**config.mk**
```make
export PLATFORM = sky130hd
export DESIGN_NAME = icache_refill_engine
export DESIGN_NICKNAME = d
export VERILOG_FILES = /design/src/rtl/icache_refill_engine.sv
export SDC_FILE = /design/constraint.sdc
export NUM_CORES = 1
export LEC_CHECK = 0
export BUFFER_PORTS_ARGS = -buffer_cell sky130_fd_sc_hd__buf_4
export CAP_MARGIN = 0
export CORE_UTILIZATION = 29
export CTS_CLUSTER_DIAMETER = 200
export DETAILED_ROUTE_END_ITERATION = 12
export HOLD_SLACK_MARGIN = 0.08
export SYNTH_ARGS = -nofsm -noshare
export SYNTH_HDL_FRONTEND = slang
export SYNTH_SLANG_ARGS = --single-unit
export TNS_END_PERCENT = 5
```
**constraint.sdc**
```tcl
create_clock -name CLK -period 3 [get_ports CLK]
set_clock_uncertainty 0.15 [all_clocks]
set_input_delay 0.3 -clock CLK [delete_from_list [all_inputs] [get_ports CLK]]
set_output_delay 0.3 -clock CLK [all_outputs]
set_load 0.03 [all_outputs]
```
**src/rtl/icache_refill_engine.sv**
```systemverilog
// icache_refill_engine: line-refill master for the instruction cache.
// Accepts one refill request, issues LINE_WORDS read beats on the memory port,
// gathers the in-order responses into a line buffer and returns the whole line.
// Optional feature macro: REFILL_CRITICAL_WORD_FIRST_EN.
//   - Defined: the requested word is fetched first and the remaining words
//     follow in wrap-around order.
//   - Undefined: words are fetched in ascending order from the line base.
module icache_refill_engine #(
  parameter int ADDR_WIDTH     = 32,
  parameter int MEM_ADDR_WIDTH = 12,
  parameter int DATA_WIDTH     = 64,
  parameter int LINE_WORDS     = 4
) (
  input  logic                             CLK,
  input  logic                             INITN,
  input  logic                             refill_req_i,
  output logic                             refill_gnt_o,
  input  logic [ADDR_WIDTH-1:0]            refill_addr_i,
  output logic                             refill_rvalid_o,
  input  logic                             refill_rready_i,
  output logic [LINE_WORDS*DATA_WIDTH-1:0] refill_rdata_o,
  output logic                             busy_o,
  output logic                             protocol_err_o,
  output logic                             mem_cen_o,
  output logic [MEM_ADDR_WIDTH-1:0]        mem_a_o,
  input  logic                             mem_gnt_i,
  output logic                             mem_wen_o,
  output logic [DATA_WIDTH-1:0]            mem_d_o,
  output logic [DATA_WIDTH/8-1:0]          mem_be_o,
  input  logic [DATA_WIDTH-1:0]            mem_q_i,
  input  logic                             mem_rval_i
);

  localparam int OFFS      = $clog2(DATA_WIDTH / 8);
  localparam int LWB       = $clog2(LINE_WORDS);
  localparam int CW        = LWB + 1;
  localparam int LINE_BITS = LINE_WORDS * DATA_WIDTH;
  localparam logic [CW-1:0] FULL_CNT = CW'(LINE_WORDS);

  typedef enum logic [1:0] {
    IDLE  = 2'd0,
    ISSUE = 2'd1,
    DRAIN = 2'd2,
    DONE  = 2'd3
  } state_e;

  state_e                    state_q, state_d;
  logic [MEM_ADDR_WIDTH-1:0] base_q, base_d;
  logic [LWB-1:0]            start_q, start_d;
  logic [CW-1:0]             issue_cnt_q, issue_cnt_d;
  logic [CW-1:0]             rx_cnt_q, rx_cnt_d;
  logic [LINE_BITS-1:0]      line_q, line_d;
  logic                      perr_q, perr_d;

  logic [MEM_ADDR_WIDTH-1:0] word_addr;
  logic [LWB-1:0]            issue_ofs;
  logic [LWB-1:0]            rx_ofs;
  logic                      rval_ok;
  logic                      sig_unused;

  assign word_addr = refill_addr_i[OFFS +: MEM_ADDR_WIDTH];

  // Responses are only legal while beats are outstanding; anything else is stray.
  assign rval_ok = mem_rval_i && (rx_cnt_q < issue_cnt_q);

  // Beat index to line-slot offset; critical-word-first rotates by the requested word.
`ifdef REFILL_CRITICAL_WORD_FIRST_EN
  assign issue_ofs = start_q + issue_cnt_q[LWB-1:0];
  assign rx_ofs    = start_q + rx_cnt_q[LWB-1:0];
`else
  assign issue_ofs = issue_cnt_q[LWB-1:0];
  assign rx_ofs    = rx_cnt_q[LWB-1:0];
`endif

  // Byte-offset bits, high address bits and (in the in-order build) the start word are not needed.
  assign sig_unused = ^{refill_addr_i, start_q};

  // Next-state logic: FSM transitions, beat counters, line buffer fill and error flag.
  always_comb begin
    state_d     = state_q;
    base_d      = base_q;
    start_d     = start_q;
    issue_cnt_d = issue_cnt_q;
    rx_cnt_d    = rx_cnt_q;
    line_d      = line_q;
    perr_d      = 1'b0;

    if (rval_ok) begin
      line_d[rx_ofs*DATA_WIDTH +: DATA_WIDTH] = mem_q_i;
      rx_cnt_d = rx_cnt_q + CW'(1);
    end else if (mem_rval_i) begin
      perr_d = 1'b1;
    end

    unique case (state_q)
      IDLE: begin
        if (refill_req_i) begin
          base_d      = {word_addr[MEM_ADDR_WIDTH-1:LWB], {LWB{1'b0}}};
          start_d     = word_addr[LWB-1:0];
          issue_cnt_d = '0;
          rx_cnt_d    = '0;
          state_d     = ISSUE;
        end
      end
      ISSUE: begin
        if (mem_gnt_i) begin
          issue_cnt_d = issue_cnt_q + CW'(1);
          if (issue_cnt_d == FULL_CNT) begin
            state_d = (rx_cnt_d == FULL_CNT) ? DONE : DRAIN;
          end
        end
      end
      DRAIN: begin
        if (rx_cnt_d == FULL_CNT) begin
          state_d = DONE;
        end
      end
      DONE: begin
        if (refill_rready_i) begin
          state_d = IDLE;
        end
      end
      default: state_d = IDLE;
    endcase
  end

  // State registers with synchronous active-low reset; a reset aborts any refill.
  always_ff @(posedge CLK) begin
    if (!INITN) begin
      state_q     <= IDLE;
      base_q      <= '0;
      start_q     <= '0;
      issue_cnt_q <= '0;
      rx_cnt_q    <= '0;
      line_q      <= '0;
      perr_q      <= 1'b0;
    end else begin
      state_q     <= state_d;
      base_q      <= base_d;
      start_q     <= start_d;
      issue_cnt_q <= issue_cnt_d;
      rx_cnt_q    <= rx_cnt_d;
      line_q      <= line_d;
      perr_q      <= perr_d;
    end
  end

  assign refill_gnt_o    = (state_q == IDLE);
  assign busy_o          = (state_q != IDLE);
  assign refill_rvalid_o = (state_q == DONE);
  assign refill_rdata_o  = line_q;
  assign protocol_err_o  = perr_q;

  assign mem_cen_o = (state_q != ISSUE);
  assign mem_a_o   = base_q + MEM_ADDR_WIDTH'(issue_ofs);
  assign mem_wen_o = 1'b1;
  assign mem_d_o   = '0;
  assign mem_be_o  = '1;

endmodule
```
==> qor.yml <==
status: "completed"
row_count: 73
crit_arrival_ns: 3.00
fin_setup_tns_ns: 0
muxShareOfSynthArea: 0.001693
hold_start: "refill_req_i"
slowest_delay_ns: 0.48
synth_top_family_by_area: "simple AND/OR/NAND/NOR gates"
p_int_mw: 6.377
cts_sinks: 275
fin_crit_sh: 0.8853
diodes: 0
crit_path_end_kind: "flop"
irDropWorstVdd_mv: 0.3777
p_sw_frac: 0.2836
worst_pin_slew_ns: 0.6700
yosysWarningCount: 0
synth_compound_area_frac: 0.2052
sequentialPowerShare: 0.430
path_delay_family: "simple AND/OR/NAND/NOR gates"
drive_above_1_share: 0.3331
period_needed_ns: 2.656
wl_um: 39260
wl_per_cell_um: 17.87
path_cells: "inv_1 > ha_1 > and2_1 > a2111o_2 > nor4b_4 > buf_12 > a22oi_2 > nor2b_2"
placed_cells: 2070
vias: 10340
power.density_nw_per_um2: 541.9
pin_count: 448
rsz0062_at_grt: "false"
clkLatencyLatePin_ns: 0.56
slew_viol_final: 0
synth_xor_area_frac: 0.002222
synth_area_um2: 11820
dr.pass1.iters: 5
gr-total-overflow: 0
regArea_um2: 5505
cp_max_fo: 41
cts_root_buf: "clkbuf_16"
cts_buffers: 31
timing.rr.start: "issue_cnt_q[1]$_SDFFE_PN0P_"
die_area_um2: 41580
port_buffers: 352
finalHoldViolCount: 0
yosysSeqAreaShare: 0.4657
grt_pass1_vias: 10250
fin_area_um2: 16430
cts_tree: "done"
hpwl_um: 25370
switchingPower_mw: 2.525
crit_required_ns: 3.34
synth.avg_cell_area_um2: 9.251
drc: 0
reg2reg_setup_slack_ns: 0.34
synth.ff_latch_count: 275
clockBufferDepth: 3
crit_path_top_delay_cell: "a2111o_2"
p_leak_nw: 6.372
synth_cells: 1278
grt_max_degree: 149
die_h_um: 203.9
detail-route-antenna-nets: 0
pwr-share-clk: 0.407
max_slew_margin: 0.5533
finalPower_mw: 8.903
hp-class: "in2reg"
grt_usage: 0.1806
nNetsFinal: 1770
fin_cells: 2197
core-area_um2: 40010
finalWeightedCongestion: 0.8045
worstSetupPathType: "reg2reg"
crit_buf_inv: 2
startpoint: "issue_cnt_q[1]$_SDFFE_PN0P_"
area_growth_syn_to_layout_pct: 38.96
detailed_place.area_um2: 14700
multi_input_area_um2: 5485
setup.worst_path.start_class: "flop"
htree_levels: 1
setup_viol: 0
grt_pass1_wl_um: 59220
vias_per_cell: 4.706
yosys.area_share.simple: 0.2136
max_freq_mhz: 376.5
synth_fa_ha_area_frac: 0.01482
cts-resized-gates: 0
combPwrFrac: 0.163
antenna_found_initial: 0
synth_cell_type_count: 37
initial_core_util: 0.2955
clk_pin_slew_worst_paths_ns: 0.06
maxCapViolations: 0
fillers: 3920
die_w_um: 203.9
drtIter0Drc: 513
-- area by class of cell --
class	count	area share
clock buffers	45	0.05651
clock inverters	6	0.002209
inverters	9	0.002056
multi-input cells	884	0.3339
flip-flops and latches	275	0.3351
well taps	525	0.03998
repair buffers	453	0.2302
-- routing by layer --
| metal | global-route usage | routed length, um |
|---|---|---|
| met1 | 0.2245 | 16650 |
| met2 | 0.3113 | 18980 |
| met3 | 0.04480 | 2816 |
| met4 | 0.04162 | 811 |
| met5 | 0 | 0 |
-- sequential cells by signal (all words and copies together), names as in the netlist --
register        flops
protocol_err_o      1
refill_rdata_o    256
issue_cnt_q         3
rx_cnt_q            3
base_q             10
state_q             2
-- through the flow --
stage	hold WS (ns)	setup WS [ns]	utilization
floorplan	0.2638	0.7735	-
global route	0.1847	0.1876	0.4106
global placement	0.2887	0.3676	0.3675
CTS	0.1292	0.3163	0.4106
detailed placement	0.2962	0.3305	0.3675
finish	0.1658	0.3440	0.4106
-- final timing paths --
check                                                         to  cells past startpoint
worst max-delay path             refill_rdata_o[92]$_SDFFE_PN0P_                      8
worst min-delay path                      base_q[5]$_SDFFE_PN0P_                      4
worst max register to register   refill_rdata_o[92]$_SDFFE_PN0P_                      8
worst min register to register  refill_rdata_o[218]$_SDFFE_PN0P_                      2
-- power groups by stage --
stage	Clock [mW]	Sequential [mW]	Combinational [mW]
after floorplan	0	4.08	0.725
after global placement	0	3.91	1.35
after detailed placement	0	3.91	1.37
after CTS	3.73	3.83	1.45
after global routing	3.85	3.84	1.55
final	3.62	3.83	1.45
-- synth_stat cells, drive strengths merged --
| library cell | count | area share |
|---|---|---|
| and3 | 1 | 0.00053 |
| clkbuf | 71 | 0.023 |
| a211oi | 1 | 0.0011 |
| dfxtp | 275 | 0.47 |
| a2111o | 2 | 0.0019 |
| mux2i | 2 | 0.0017 |
| a21boi | 204 | 0.13 |
| o31ai | 1 | 0.00064 |
| and2 | 7 | 0.0037 |
| buf | 110 | 0.071 |
| nor2b | 69 | 0.049 |
| inv | 9 | 0.0029 |
| nor3b | 2 | 0.0013 |
| nand2 | 223 | 0.071 |
| nor2 | 9 | 0.0029 |
| a21oi | 2 | 0.00085 |
| conb | 2 | 0.00064 |
| o221ai | 1 | 0.00074 |
| o22ai | 1 | 0.00053 |
| nor4b | 1 | 0.0013 |
| o21ai | 6 | 0.0025 |
| a21o | 1 | 0.00064 |
| xor2 | 1 | 0.00074 |
| ha | 14 | 0.015 |
| xnor2 | 2 | 0.0015 |
| a22oi | 64 | 0.066 |
| nand3 | 193 | 0.082 |
| a211o | 1 | 0.00074 |
| nand2b | 3 | 0.0022 |
-- worst reg2reg max path, stage by stage (launching register included) --
cell,delay (ns)
dfxtp_1,0.39
inv_1,0.06
ha_1,0.29
and2_1,0.18
a2111o_2,0.48
nor4b_4,0.41
buf_12,0.36
a22oi_2,0.13
nor2b_2,0.14
-- kinds of logic (layout without fill, tap and decap cells) --
| group | after synthesis | after routing |
|---|---|---|
| AO/OA/AOI/OAI | 284 | 284 |
| multiplexers | 2 | 2 |
| flip-flops | 275 | 275 |
| adder cells (fa/ha/maj) | 14 | 14 |
| other | 2 | 73 |
| XOR/XNOR | 3 | 3 |
| AND/OR/NAND/NOR | 508 | 508 |
| buffers and inverters | 190 | 513 |
-- placed cells by master (no fill, tap or decap), types with 2 or more instances in the layout --
| master | instances |
|---|---|
| clkbuf_1 | 4 |
| clkbuf_16 | 31 |
| mux2i_1 | 2 |
| nand2b_1 | 2 |
| a21boi_1 | 11 |
| o21ai_0 | 6 |
| a21boi_0 | 193 |
| nor2b_1 | 9 |
| buf_4 | 361 |
| a22oi_2 | 60 |
| dfxtp_1 | 275 |
| dlygate4sd3_1 | 76 |
| nand3_1 | 193 |
| nand2_2 | 3 |
| conb_1 | 73 |
| nor3b_2 | 2 |
| a21oi_1 | 2 |
| clkinv_2 | 4 |
| buf_12 | 15 |
| nor2b_2 | 60 |
| xnor2_1 | 2 |
| a22oi_1 | 4 |
| clkbuf_8 | 10 |
| and2_2 | 3 |
| nor2_1 | 8 |
| nand2_1 | 220 |
| inv_1 | 9 |
| and2_1 | 4 |
| ha_1 | 14 |
-- repair_timing --
item	4_1_cts	5_1_grt
buffers inserted	0	0
hold buffers	76	0
endpoints found under the hold margin	268	0
(Power assumes the default switching activity.)
